<file path="src/rtl/stall_unit.sv">
// stall_unit: pipeline hazard control for load-use, taken branches and multi-cycle E-stage ops.
// Stall/flush outputs are combinational from the current state and the E/D hazard inputs.
module stall_unit #(
    parameter int MD_CYCLES = 8
) (
    input  logic        clk,
    input  logic        rst,
    input  logic        resultsrc_e0,
    input  logic [4:0]  rd_e,
    input  logic [4:0]  rs1_d,
    input  logic [4:0]  rs2_d,
    input  logic        pcsrc_e,
    input  logic        md_start_e,
    output logic        stall_f,
    output logic        stall_d,
    output logic        stall_e,
    output logic        flush_d,
    output logic        flush_e,
    output logic        md_busy,
    output logic        md_done,
    output logic [15:0] stall_cnt
);
    typedef enum logic [1:0] {IDLE, BUSY, DONE} state_t;

    state_t     r_state;
    logic [4:0] r_cnt;
    logic       w_idle, w_busy, w_done, w_lu, w_md;

    // Outputs are gated by rst so they drop the instant reset is asserted.
    assign w_idle = !rst && r_state == IDLE;
    assign w_busy = !rst && r_state == BUSY;
    assign w_done = !rst && r_state == DONE;
    assign w_md   = w_idle && md_start_e && !pcsrc_e;
    assign w_lu   = w_idle && resultsrc_e0 && rd_e != 5'd0 &&
                    (rd_e == rs1_d || rd_e == rs2_d) && !md_start_e && !pcsrc_e;

    assign stall_f = w_lu || w_md || w_busy;
    assign stall_d = stall_f;
    assign stall_e = w_md || w_busy;
    assign flush_d = (w_idle || w_done) && pcsrc_e;
    assign flush_e = flush_d || w_lu;
    assign md_busy = w_busy;
    assign md_done = w_done;

    always_ff @(posedge clk or posedge rst) begin
        if (rst) begin
            r_state   <= IDLE;
            r_cnt     <= 5'd0;
            stall_cnt <= 16'd0;
        end else begin
            case (r_state)
                IDLE: begin
                    r_state <= w_md ? BUSY : IDLE;
                    r_cnt   <= w_md ? 5'(MD_CYCLES - 3) : r_cnt;
                end
                BUSY: begin
                    r_state <= (r_cnt == 5'd0) ? DONE : BUSY;
                    r_cnt   <= (r_cnt == 5'd0) ? 5'd0 : r_cnt - 5'd1;
                end
                default: r_state <= IDLE;
            endcase
            if (stall_f && stall_cnt != 16'hFFFF)
                stall_cnt <= stall_cnt + 16'd1;
        end
    end
endmodule

</file>
<file path="config.mk">
export PLATFORM = sky130hd
export DESIGN_NAME = stall_unit
export DESIGN_NICKNAME = d
export VERILOG_FILES = /design/src/rtl/stall_unit.sv
export SDC_FILE = /design/constraint.sdc
export NUM_CORES = 1
export LEC_CHECK = 0
export BUFFER_PORTS_ARGS = -buffer_cell sky130_fd_sc_hd__clkbuf_2
export CAP_MARGIN = 5
export CORE_MARGIN = 5
export CORE_UTILIZATION = 50
export CTS_BUF_LIST = sky130_fd_sc_hd__clkbuf_16
export DETAILED_ROUTE_END_ITERATION = 12
export GPL_TIMING_DRIVEN = 0
export MAX_ROUTING_LAYER = met4
export PLACE_DENSITY = 0.89
export SLEW_MARGIN = 20
export SYNTH_ARGS = -nofsm -noshare
export SYNTH_HDL_FRONTEND = slang
export SYNTH_SLANG_ARGS = --single-unit
</file>
<file path="constraint.sdc">
create_clock -name clk -period 2.9 [get_ports clk]
set_clock_uncertainty 0.15 [all_clocks]
set_input_delay 0.58 -clock clk [delete_from_list [all_inputs] [get_ports clk]]
set_output_delay 0.58 -clock clk [all_outputs]
set_load 0.03 [all_outputs]
</file>
==> flow_summary_export.csv, run 1 <==
group,metric,value,unit
clock_network,max-clock-path-buffers,2,
placement,gp_congestion,0.810,
cells_and_area,fin_area,1690,um^2
yosys,ys_ff_latch,23,
min_path,holdCritPathClass,"reg -> reg",
clock_network,clkTransAtPathRegs,0.06,ns
timing,hold_viol_final,0,
power,power_density,812,nW/um^2
timing,rsz0062_at_grt,"false",
cells_and_area,area_growth,27.9,%
clock_network,clockRootBuffer,"clkbuf_16",
cells_and_area,final.fill_count,193,
timing,period_minus_slack,2.84,ns
placement,dp_cells,208,
yosys,yosysUniqueCellTypes,38,
cells_and_area,antenna_cells,0,
worst_setup_path,slowest_delay,0.53,ns
placement,io_buffers,42,
drt,drt-pass1-iter-count,4,
global_routing,antenna_found_initial,0,
yosys,syn_area,1320,um^2
floorplanning,die_w,61.5,um
yosys,yosys_most_used_dff,"dfrtp_1",
timing,tightest_slew,0.878,ns
status,status,"finished clean",
global_routing,grt_max_degree,25,
placement,post-place-ws,-0.0273,ns
floorplanning,start_util,53.0,%
worst_setup_path,worst-r2r-setup-slack,0.74,ns
timing,min_period_over_period,98.0,%
job,maxCapViolations,0,
floorplanning,ios,43,
yosys,synth_edf_count,0,
yosys,async_flop_share,100,%
floorplanning,dieArea,3780,um^2
power,p_leak,0.830,nW
yosys,synth.avg_cell_area,9.73,um^2
clock_network,cts_buffers,3,
clock_network,clk_latency,0.26,ns
worst_setup_path,reg2reg_to,"stall_cnt[1]",
drt,drc,0,
min_path,holdPathStages,1,
drt,first_iter_violations,65,
floorplanning,die_h,61.5,um
drt,drtAntennaViolNets,0,
placement,dp.final_hpwl,2310,um
timing,setup_slack,0.0594,ns
cells_and_area,layout.cells.non_filler,216,
clock_network,htree_levels,1,
worst_setup_path,crit_start,"rd_e[1]",
global_routing,grt_pass1_wl,5100,um
worst_setup_path,required,2.17,ns
worst_setup_path,startpoint_type,"input pin",
timing,maxSlewHeadroom,41.4,%
clock_network,clock-sinks,23,
placement,post_dp_cell_area,1570,um^2
yosys,seq_area_frac_synth,43.5,%
drt,drt_wl_total,3040,um
floorplanning,coreArea,2500,um^2
min_path,worstHoldStart,"r_cnt[4]",
clock_network,cts_tree,"done",
timing,fmax,352,MHz
global_routing,first_global_vias,1141,
timing,setup-tns-final,0,ns
cells_and_area,layout-drive-gt1-share,34.9,%
timing,drv_slew,0,
cells_and_area,ff_latch_area,576,um^2
worst_setup_path,critPathMaxFanout,3,
worst_setup_path,r2r_cells,7,
timing,setup_viol,0,
yosys,yosys_warnings,0,
drt,avgViaCountPerCell,5.38,
worst_setup_path,slowest_stage,"or4_1",
global_routing,grt.total_usage,18.6,%
cells_and_area,multi_input_area,717,um^2
min_path,min_to,"r_cnt[4]",
drt,vias,1163,
worst_setup_path,crit_type,"in -> out",
worst_setup_path,crit_arrival,2.11,ns
worst_setup_path,crit_chain,"clkbuf_2, or4_1, o211ai_1, buf_4, nor2_1, or2_2, clkbuf_4",
power,ir_drop,0.652,mV
power,power.total,1.37,mW
yosys,synth_nets,158,
floorplanning,fp-row-count,18,
worst_setup_path,end_kind,"primary output",
global_routing,gr-total-overflow,0,
drt,drt-wirelength-per-cell,14.1,um
yosys,syn_inst,136,
cells_and_area,fin_nets,209,
worst_setup_path,reg2reg_from,"r_state[1]",
==> layout by cell type (no fill, tap or decap), types with 3 or more instances in the layout <==
cell type  instances
and3_2             3
nor3_1             3
clkbuf_2          41
xor2_1            10
nand3_1            6
nand2_1            8
and3_1             3
a21oi_1            4
mux2_2             3
xnor2_1           12
dfrtp_1           23
nand4_1            7
nor2_1            14
inv_1              5
o21ai_0            3
buf_4              6
and2_1             4
clkbuf_16          3
nor2b_1            3
==> worst max-delay path by stage <==
stage,endpoint,cells after the start
floorplan,stall_f,5
global placement,stall_f,7
detailed placement,stall_f,7
CTS,flush_e,6
global route,flush_e,7
finish,flush_e,7
==> kinds of logic (layout without fill, tap and decap cells) <==
family                   count (synthesis)  count (layout)  share of synthesized area, %
multiplexers                             3               3                          2.55
adder cells (fa/ha/maj)                  2               2                          1.89
AND/OR/NAND/NOR                         62              62                          26.0
flip-flops                              23              23                          43.5
XOR/XNOR                                22              22                          14.6
buffers and inverters                    7              57                          2.93
AO/OA/AOI/OAI                           17              17                          8.60
==> routing by layer <==
metal | GRT usage (%) | wire [um] | vias to the layer above
li1 | - | - | 573
met1 | 20.3 | 1230 | 562
met2 | 33.4 | 1630 | 19
met3 | 3.35 | 107 | 9
met4 | 6.97 | 75 | 0
met5 | - | 0 | -
==> per-stage QoR <==
step / utilization (%) / hold slack [ns]
after floorplan: - / 0.308
after global placement: 62.9 / 0.322
after detailed placement: 62.9 / 0.327
after CTS: 66.2 / 0.340
after global routing: 67.7 / 0.381
final: 67.7 / 0.342
==> cells in the mapped netlist (2+ instances only) <==
library cell,n,area share [%]
o21a_1,2,1.1
dfrtp_1,23,43
nor3_1,3,1.1
and2_1,4,1.9
mux2_2,3,2.6
inv_1,4,1.1
ha_1,2,1.9
nand2_1,8,2.3
nor2b_1,3,1.4
nand4_1,7,3.3
and3_1,3,1.4
o21ai_0,3,1.1
xor2_1,10,6.6
a21oi_1,4,1.5
nor2_1,14,4.0
nand3_1,6,2.3
xnor2_1,12,7.9
or2_2,2,0.95
o22a_1,2,1.3
and3_2,3,1.7
==> what timing repair did <==
action | CTS | global route
endpoints found under the hold margin | 0 | 0
pin swaps | 1 | 2
gates resized for setup | 2 | 0
hold buffers | 0 | 0
endpoints found under the setup margin | 1 | 2
setup buffers | 0 | 5
==> registers in the layout, summed over array words and instances, names as in the netlist <==
signal / count
stall_cnt: 16
r_cnt: 5
r_state: 2
==> layout make-up <==
class / instances / share of cell area, %
inverter: 4 / 0.887
buffer: 2 / 1.11
clock inverter: 1 / 0.222
sequential: 23 / 34.0
clock buffer: 3 / 4.43
multi-input combinational: 106 / 42.4
tap: 30 / 2.22
timing repair buffer: 47 / 14.8
==> where the power goes <==
| group | internal, mW | switching (mW) |
|---|---|---|
| Sequential | 0.403 | 0.0895 |
| Combinational | 0.228 | 0.360 |
| Clock | 0.184 | 0.111 |
==> critical path: cells and delay by family <==
family,cells,cell delay (ns)
and+or+nand+nor,3,0.90
buffers and inverters,3,0.45
AOI/OAI and AO/OA,1,0.17
Power figures use the tool's default switching activity.
==> inputs of run 2 (changes only) <==
--- a/config.mk
+++ b/config.mk
@@ -14,7 +14,6 @@
 export GPL_TIMING_DRIVEN = 0
 export MAX_ROUTING_LAYER = met4
 export PLACE_DENSITY = 0.89
-export SLEW_MARGIN = 20
 export SYNTH_ARGS = -nofsm -noshare
 export SYNTH_HDL_FRONTEND = slang
 export SYNTH_SLANG_ARGS = --single-unit
==> constraint.sdc (replaced) <==
create_clock -name clk -period 3.2 [get_ports clk]
set_clock_uncertainty 0.15 [all_clocks]
set_input_delay 0.64 -clock clk [delete_from_list [all_inputs] [get_ports clk]]
set_output_delay 0.64 -clock clk [all_outputs]
set_load 0.03 [all_outputs]
==> flow_summary_export.csv, run 2 (synthesized netlist as in run 1, its figures left out) <==
group,metric,value,unit
status,status,"finished clean",
worst_setup_path,worst-r2r-setup-slack,1.14,ns
drt,drt-wirelength-per-cell,13.5,um
floorplanning,fp-row-count,18,
min_path,holdCritPathClass,"reg -> reg",
min_path,holdPathStages,1,
global_routing,antenna_found_initial,0,
global_routing,grt_pass1_wl,4920,um
cells_and_area,layout_common_cells,"42 x clkbuf_2, 23 x dfrtp_1, 14 x nor2_1, 12 x xnor2_1, 10 x xor2_1",
timing,tightest_slew,0.878,ns
worst_setup_path,required,2.41,ns
worst_setup_path,r2r_cells,6,
worst_setup_path,crit_chain,"clkbuf_2, or4_1, o211ai_1, o21ai_2, buf_2, buf_4, clkbuf_2",
placement,io_buffers,42,
placement,post-place-ws,0.153,ns
worst_setup_path,cp.depth,7,
timing,hold-worst-slack,0.342,ns
worst_setup_path,slowest_stage,"or4_1",
global_routing,grt.total_usage,17.7,%
cells_and_area,antenna_cells,0,
drt,top_layer_used,"met4",
worst_setup_path,crit_type,"in -> out",
drt,avgViaCountPerCell,5.41,
placement,dp_cells,208,
worst_setup_path,end_kind,"primary output",
clock_network,clock-sinks,23,
worst_setup_path,reg2reg_to,"stall_cnt[1]",
drt,vias,1147,
clock_network,clkTransAtPathRegs,0.06,ns
worst_setup_path,crit_buf_inv,4,
min_path,min_to,"r_cnt[4]",
floorplanning,dieArea,3780,um^2
drt,drtAntennaViolNets,0,
timing,setup_slack,0.157,ns
timing,maxSlewHeadroom,41.4,%
power,power_density,738,nW/um^2
worst_setup_path,critPathMaxFanout,11,
cells_and_area,area_growth,24.7,%
cells_and_area,largest_register,"stall_cnt",
clock_network,clockRootBuffer,"clkbuf_16",
clock_network,cts_tree,"done",
clock_network,htree_levels,1,
drt,drt_wl_total,2870,um
global_routing,grt_max_degree,25,
worst_setup_path,cp_common_cell,"clkbuf_2",
floorplanning,ios,43,
timing,fmax,329,MHz
timing,rsz0062_at_grt,"false",
cells_and_area,largestRegisters,"stall_cnt: 16 flops, r_cnt: 5 flops, r_state: 2 flops",
min_path,worstHoldStart,"r_cnt[4]",
worst_setup_path,reg2reg_from,"stall_cnt[14]",
drt,wl_met2,1510,um
timing,setup_viol,0,
clock_network,clk_latency,0.26,ns
clock_network,cts_resized,0,
worst_setup_path,crit_family,"buffers and inverters",
drt,wl_met3,120,um
clock_network,postCtsSetupRepairBufs,0,
drt,drc,0,
timing,period_minus_slack,3.04,ns
timing,hold_viol_final,0,
timing,setup-tns-final,0,ns
drt,first_iter_violations,56,
global_routing,gr-total-overflow,0,
floorplanning,coreArea,2500,um^2
cells_and_area,layout-drive-gt1-share,33.5,%
worst_setup_path,startpoint_type,"input pin",
placement,gp_congestion,0.810,
clock_network,cts_buffers,3,
cells_and_area,layout.cells.non_filler,212,
cells_and_area,final_common_cell,"clkbuf_2",
clock_network,max-clock-path-buffers,2,
power,p_leak,0.809,nW
timing,min_period_over_period,95.1,%
floorplanning,start_util,53.0,%
floorplanning,die_w,61.5,um
clock_network,hold_buffers,0,
worst_setup_path,crit_arrival,2.25,ns
global_routing,first_global_vias,1119,
job,maxCapViolations,0,
drt,drt-met1-wl,1170,um
floorplanning,die_h,61.5,um
drt,drt-pass1-iter-count,4,
placement,dp.final_hpwl,2310,um
timing,drv_slew,0,
power,ir_drop,0.588,mV
worst_setup_path,slowest_delay,0.53,ns
cells_and_area,fin_nets,205,
cells_and_area,largest_reg_flops,16,
run 2: cell type report:
cell class              count  area (um^2)
clock inverters             1         3.75
plain buffers               3         23.8
fillers                   195          850
well taps                  30         37.5
flip-flops and latches     23          576
multi-input cells         106          709
clock buffers               3         75.1
inverters                   4         15.0
repair buffers             42          210
run 2: worst max-delay path by stage:
stage | from | to | slack, ns
final | rd_e[1] | stall_f | 0.16
after global routing | rd_e[1] | stall_f | 0.07
after CTS | rd_e[1] | stall_f | 0.15
after detailed placement | rd_e[1] | stall_f | 0.15
after global placement | rd_e[1] | stall_f | 0.17
after floorplan | rd_e[1] | stall_f | 0.49
run 2: where the power goes:
part           switching [mW]  internal, mW
Sequential             0.0799         0.365
Clock                  0.0991         0.167
Combinational           0.317         0.189
run 2: layer usage:
metal	vias to the layer above	GRT usage (%)
met5	-	-
met4	0	6.06
met3	7	3.56
met2	21	30.7
met1	554	20.3
li1	565	-
run 2: per-stage QoR:
| step | util, % | power (mW) | cell area, um^2 |
|---|---|---|---|
| floorplan | - | 0.807 | 1320 |
| global placement | 62.9 | 0.927 | 1570 |
| detailed placement | 62.9 | 0.963 | 1570 |
| CTS | 66.0 | 1.23 | 1650 |
| global route | 66.0 | 1.30 | 1650 |
| finish | 66.0 | 1.22 | 1650 |
